$ cat config.mk
export PLATFORM = sky130hd
export DESIGN_NAME = serial_subtractor
export DESIGN_NICKNAME = d
export VERILOG_FILES = /design/src/rtl/serial_subtractor.sv
export SDC_FILE = /design/constraint.sdc
export NUM_CORES = 1
export LEC_CHECK = 0
export CORE_AREA = 2 2 57 53
export DETAILED_ROUTE_END_ITERATION = 8
export DIE_AREA = 0 0 59 55
export PLACE_DENSITY = 0.71
export SYNTH_ARGS = -nofsm -noshare
export SYNTH_HDL_FRONTEND = slang
export SYNTH_SLANG_ARGS = --single-unit
$ cat constraint.sdc
create_clock -name clk -period 1.6 [get_ports clk]
set_clock_uncertainty 0.1 [all_clocks]
set_input_delay 0.16 -clock clk [delete_from_list [all_inputs] [get_ports clk]]
set_output_delay 0.16 -clock clk [all_outputs]
set_load 0.05 [all_outputs]
$ cat src/rtl/serial_subtractor.sv
// serial_subtractor: bit-serial LSB-first N-bit subtractor with adder-style flags
module serial_subtractor #(
  parameter int N = 4
) (
  input  logic         clk,
  input  logic         rst,
  input  logic         start,
  input  logic [N-1:0] num1,
  input  logic [N-1:0] num2,
  output logic         busy,
  output logic         done,
  output logic [N-1:0] diff,
  output logic         carry_flag,
  output logic         zero_flag,
  output logic         overflow_flag,
  output logic         parity_flag,
  output logic         sign_flag
);
  localparam int CW = $clog2(N);
  localparam logic [1:0] IDLE = 2'd0, RUN = 2'd1, DONE = 2'd2;
  logic [1:0] state;
  logic [N-1:0] a, b, r, r_n;
  logic [CW-1:0] cnt;
  logic br, br_n, d_i, a_msb, b_msb, accept, last;
  always_comb begin
    d_i = a[0] ^ b[0] ^ br;
    br_n = (~a[0] & b[0]) | (~(a[0] ^ b[0]) & br);
    r_n = {d_i, r[N-1:1]};
    accept = start && (state == IDLE || state == DONE);
    last = state == RUN && cnt == CW'(N - 1);
  end
  always_ff @(posedge clk) begin
    if (rst) begin
      state <= IDLE;
      a <= '0;
      b <= '0;
      r <= '0;
      cnt <= '0;
      br <= 1'b0;
      a_msb <= 1'b0;
      b_msb <= 1'b0;
      busy <= 1'b0;
      done <= 1'b0;
      diff <= '0;
      carry_flag <= 1'b0;
      zero_flag <= 1'b0;
      overflow_flag <= 1'b0;
      parity_flag <= 1'b0;
      sign_flag <= 1'b0;
    end else begin
      done <= 1'b0;
      if (accept) begin
        a <= num1;
        b <= num2;
        a_msb <= num1[N-1];
        b_msb <= num2[N-1];
        br <= 1'b0;
        cnt <= '0;
        state <= RUN;
        busy <= 1'b1;
      end else if (state == RUN) begin
        a <= a >> 1;
        b <= b >> 1;
        r <= r_n;
        br <= br_n;
        cnt <= cnt + 1'b1;
        if (last) begin
          state <= DONE;
          busy <= 1'b0;
          done <= 1'b1;
          diff <= r_n;
          carry_flag <= br_n;
          zero_flag <= ~|r_n;
          overflow_flag <= (a_msb != b_msb) && (r_n[N-1] != a_msb);
          parity_flag <= ~^r_n;
          sign_flag <= r_n[N-1];
        end
      end else begin
        state <= IDLE;
      end
    end
  end
endmodule

Word-level counts from Yosys, hierarchy flattened. Index checks and enable logic that the tools add are counted.

Add/subtract/negate cells: 1. Eq/ne operators: 6. Mux-type cells: 11. Bitwise gates (word level): 9. Reduce and logical (&&, ||, !) cells: 15.

Operator list (number): $mux W4 (4); $mux W1 (7); $eq A2 B2 Y1 const B (2); $not A1 Y1 (4); $reduce_and A2 Y1 (2); $reduce_bool A2 Y1 (2); $reduce_or A4 Y1 (1); $reduce_xnor A4 Y1 (1); $logic_and A1 B1 Y1 (3); $ne A3 B3 Y1 const B (1); $reduce_and A3 Y1 (1); $reduce_or A3 Y1 (1); $add A2 B1 Y2 const B (1); $and A1 B1 Y1 (2); $eq A2 B1 Y1 const B (1); $logic_not A2 Y1 (1); $ne A1 B1 Y1 (2); $reduce_or A2 Y1 (1); $xor A1 B1 Y1 (2); $logic_not A1 Y1 (1); $logic_or A1 B1 Y1 (1); $or A1 B1 Y1 (1).

Register bits: 30. Output and inout port bits: 11. Word-level logic and storage cells: 59.

Depth between registers and ports, before layout.
Word-level depth: 5. Depth in mapped cells: 5.

Least setup slack after synthesis. OpenSTA, ideal clock, no wires.

Path type: reg2reg. Start: register a[0]. End: register overflow_flag. Setup time: 0.091 ns. Arrival time: 1.599 ns. Required time: 1.409 ns. Setup slack: -0.190 ns. Stages on the path, launching flop included: 5. Path buffers: 0. Cells stage by stage: dfxtp_1 inv_1 fa_1 or3b_2 a311oi_1.

Longest elaborated chain between the ends: 4.

Ends and longest elaborated chain: start: declaration (RTL line 22) `logic [N-1:0] a, b, r, r_n;`; start signal: assignment (RTL line 53) `a <= num1;`; start signal: assignment (RTL line 62) `a <= a >> 1;`; $xor A1 B1 Y1 (2 in a row) (RTL line 26) `d_i = a[0] ^ b[0] ^ br;`; $ne A1 B1 Y1 (RTL line 74) `overflow_flag <= (a_msb != b_msb) && (r_n[N-1] != a_msb);`; $logic_and A1 B1 Y1 (RTL line 74); end signal: assignment (RTL line 74); end: declaration (RTL line 15) `output logic overflow_flag,`.

Every way passes these cells. A chain may end at the register's enable or synchronous reset.

Worst setup path in the final report. Same ends and word-level chain as after synthesis.

==> results.py <==
metrics = {
    "floorplan": {
        "start_util_pct": 42.8,
        "die-height_microns": 55,
        "fp.coreArea_sq_mm": 0.00266,
        "die-area_sq_mm": 0.00325,
        "fp-row-count": 18,
        "num_io_pins": 22,
        "dieWidth_microns": 59,
    },
    "hold_path": {
        "timing.hold.worst.class": "in -> reg",
        "holdPathEnd": "a[3]",
        "hold_path_startpoint": "num1[3]",
        "hold_path_depth": 3,
    },
    "detailed_routing": {
        "post_drt_wl_per_cell_microns": 11.6,
        "remaining_routing_drc_violations": 0,
        "vias": 954,
        "drt-total-wl_microns": 2160,
        "first_iter_violations": 8,
        "ant_nets": 0,
        "drt-pass1-iter-count": 4,
        "vias_per_cell": 5.13,
    },
    "sta": {
        "rsz0062_at_grt": "yes",
        "fin_crit_sh_pct": 101,
        "finalSetupViolations": 2,
        "final.min_clock_period_ps": 1620,
        "maxSlewViolCount": 0,
        "fmaxAchievable_mhz": 618,
        "timing_hold_violations_final": 0,
        "timing.final.ws_setup_ps": -18.2,
        "relSlewSlack_pct": 65.5,
        "worst_case_hold_slack_ps": 308,
        "max_slew.worst_pin.slew_ps": 518,
    },
    "synth": {
        "post_synth_instance_area_sq_mm": 0.00114,
        "synth_enable_flop_cells": 0,
        "synth_top_area_share_pct": 49.2,
        "seq_area_frac_synth_pct": 49.2,
        "synth_common_cells": "dfxtp_1, nand2_1, a21oi_1",
        "postSynth.asyncResetShare_pct": 0,
        "dominant_cell_type_by_area_after_synthesis": "dfxtp_1",
        "yosys-top-cells-area": "dfxtp_1, nand2_1, a21oi_1",
        "syn-num-nets": 146,
        "most_instantiated_library_cell_after_synthesis": "dfxtp_1",
        "syn-mean-instance-area_sq_um": 8.69,
        "synth_cell_type_count": 28,
        "synthFlopType": "dfxtp_1",
        "synth_warnings": 0,
        "ys_ff_latch": 28,
        "synth_cells": 131,
    },
    "final_layout": {
        "antenna_cells": 0,
        "layout.cells.non_filler": 186,
        "final_nets": 173,
        "post_route_cells_drive_above_1_share_pct": 21.2,
        "area_added_between_synthesis_and_finish_pct": 26.4,
    },
    "pwr": {
        "power.ir.vdd_worst_mv": 0.393,
        "pwr_density_cell_mw_per_mm2": 860,
        "totalPowerFinal_uw": 1240,
        "total_leakage_power_uw": 0.000559,
    },
    "global_route": {
        "grt_start_max_net_pins": 16,
        "number_of_global_route_vias_before_repair": 848,
        "grt_pass1_wl_microns": 3480,
        "gr-total-overflow": 0,
        "grt_use_total_pct": 14.4,
        "number_of_antenna_violations_at_the_first_check_in_global_routing": 0,
    },
    "status": {
        "failed_checks": "setup timing",
        "status": "complete, but fails checks",
    },
    "worst_setup_path": {
        "cp_data_required_time_ps": 1750,
        "r2r_slack_ps": -20,
        "r2r-end": "overflow_flag",
        "worst_setup_path_end_kind": "register",
        "largest_fanout_of_any_net_on_the_critical_path": 2,
        "critical_path.startpoint_type": "register",
        "worstReg2RegStart": "a[0]",
        "worst-setup-path-type": "reg -> reg",
        "critical_path.startpoint": "a[0]",
        "r2r_cells": 4,
        "worst_ep_arrival_time_ps": 1770,
    },
    "placed_design": {
        "dp.final_hpwl_microns": 1670,
        "io_buffer_count": 21,
        "placed_cell_count": 182,
        "dp_worst_setup_slack_ps": -10.3,
        "finalWeightedCongestion": 0.767,
    },
    "clocking": {
        "cts_tree": "yes",
        "cts.path.max_buffers": 2,
        "tritoncts.num_buffers": 3,
        "cts_hold_repair.buffers": 0,
        "cts.reportedPaths.clkPinSlew_ps": 140,
        "clkLatencyLatePin_ps": 320,
        "cts.sinks": 28,
        "htree_levels": 1,
        "cts_root_buffer": "clkbuf_4",
    },
    "flow_run": {
        "maxCapViolCount": 0,
    },
}
[repair_timing]
action / CTS / global route
gates resized for setup: 4 / 4
pin swaps: 1 / 2
buffers inserted: 0 / 1
setup endpoints to repair: 3 / 4
[metal layers]
layer | global-route usage [%] | wire, microns | vias up
met3 | 2.79 | 80 | 3
met1 | 15.5 | 988 | 444
met5 | 0 | 0 | -
li1 | - | - | 487
met4 | 5.68 | 23 | 0
met2 | 28.1 | 1070 | 20
[cells in the final DEF, fill, tap and decap left out, types with 3 or more instances in the layout]
| cell | n |
|---|---|
| dfxtp_1 | 25 |
| nand3_1 | 5 |
| clkbuf_4 | 3 |
| a21oi_1 | 15 |
| a311oi_1 | 4 |
| clkdlybuf4s50_1 | 10 |
| buf_4 | 21 |
| nand2_1 | 27 |
| nor2_1 | 12 |
| inv_1 | 4 |
| dfxtp_2 | 3 |
[sequential cells by signal, indices dropped and copies added, names as in the netlist]
signal,flops
a,4
a_msb,1
b,4
b_msb,1
br,1
busy,1
carry_flag,1
cnt,2
diff,4
done,1
overflow_flag,1
parity_flag,1
r,3
state,2
zero_flag,1
[per-stage QoR]
stage	TNS (ps)	utilization (%)	area, sq um
floorplan	-48.4	-	1140
global placement	0	52.1	1390
detailed placement	-10.3	52.1	1390
CTS	-45.7	53.3	1420
global route	-176	54.1	1440
finish	-28.9	54.1	1440
[power by group]
| group | internal, uW | switching (uW) | total (uW) |
|---|---|---|---|
| sequential | 728 | 21.0 | 749 |
| combinational | 107 | 103 | 211 |
| clock | 88.3 | 190 | 278 |
| total | 924 | 314 | 1240 |
[worst max path at each step]
stage	cells after the start	to	slack (ps)
4_1_cts	4	overflow_flag	-30
5_1_grt	6	parity_flag	-90
6_report	4	overflow_flag	-20
3_3_place_gp	3	overflow_flag	3
2_1_floorplan	4	overflow_flag	-50
3_5_place_dp	3	overflow_flag	-10
[cell families (layout without fill, tap and decap cells)]
kind of cell	Yosys count	in the layout	share of synthesized area [%]
DFF	28	28	49.2
adders and majority gates	4	4	5.71
buffers and inverters	14	39	5.60
xor gates and xnor gates	3	3	2.31
and+or+nand+nor	55	55	21.8
AOI/OAI and AO/OA	26	26	14.5
muxes	1	1	0.879
[cell type report]
type,count,area (sq um)
clock buffers,3,22.5
fillers,263,1220
inverters,5,18.8
multi-input cells,89,538
flip-flops and latches,28,564
well taps,30,37.5
repair buffers,31,258
[worst max-delay path: stages (launching register included)]
cell and delay [ps]:
dfxtp_2 360, inv_2 40, fa_1 450, or3b_4 380, a311oi_2 220
No activity file was read; power rests on OpenSTA's default activity.
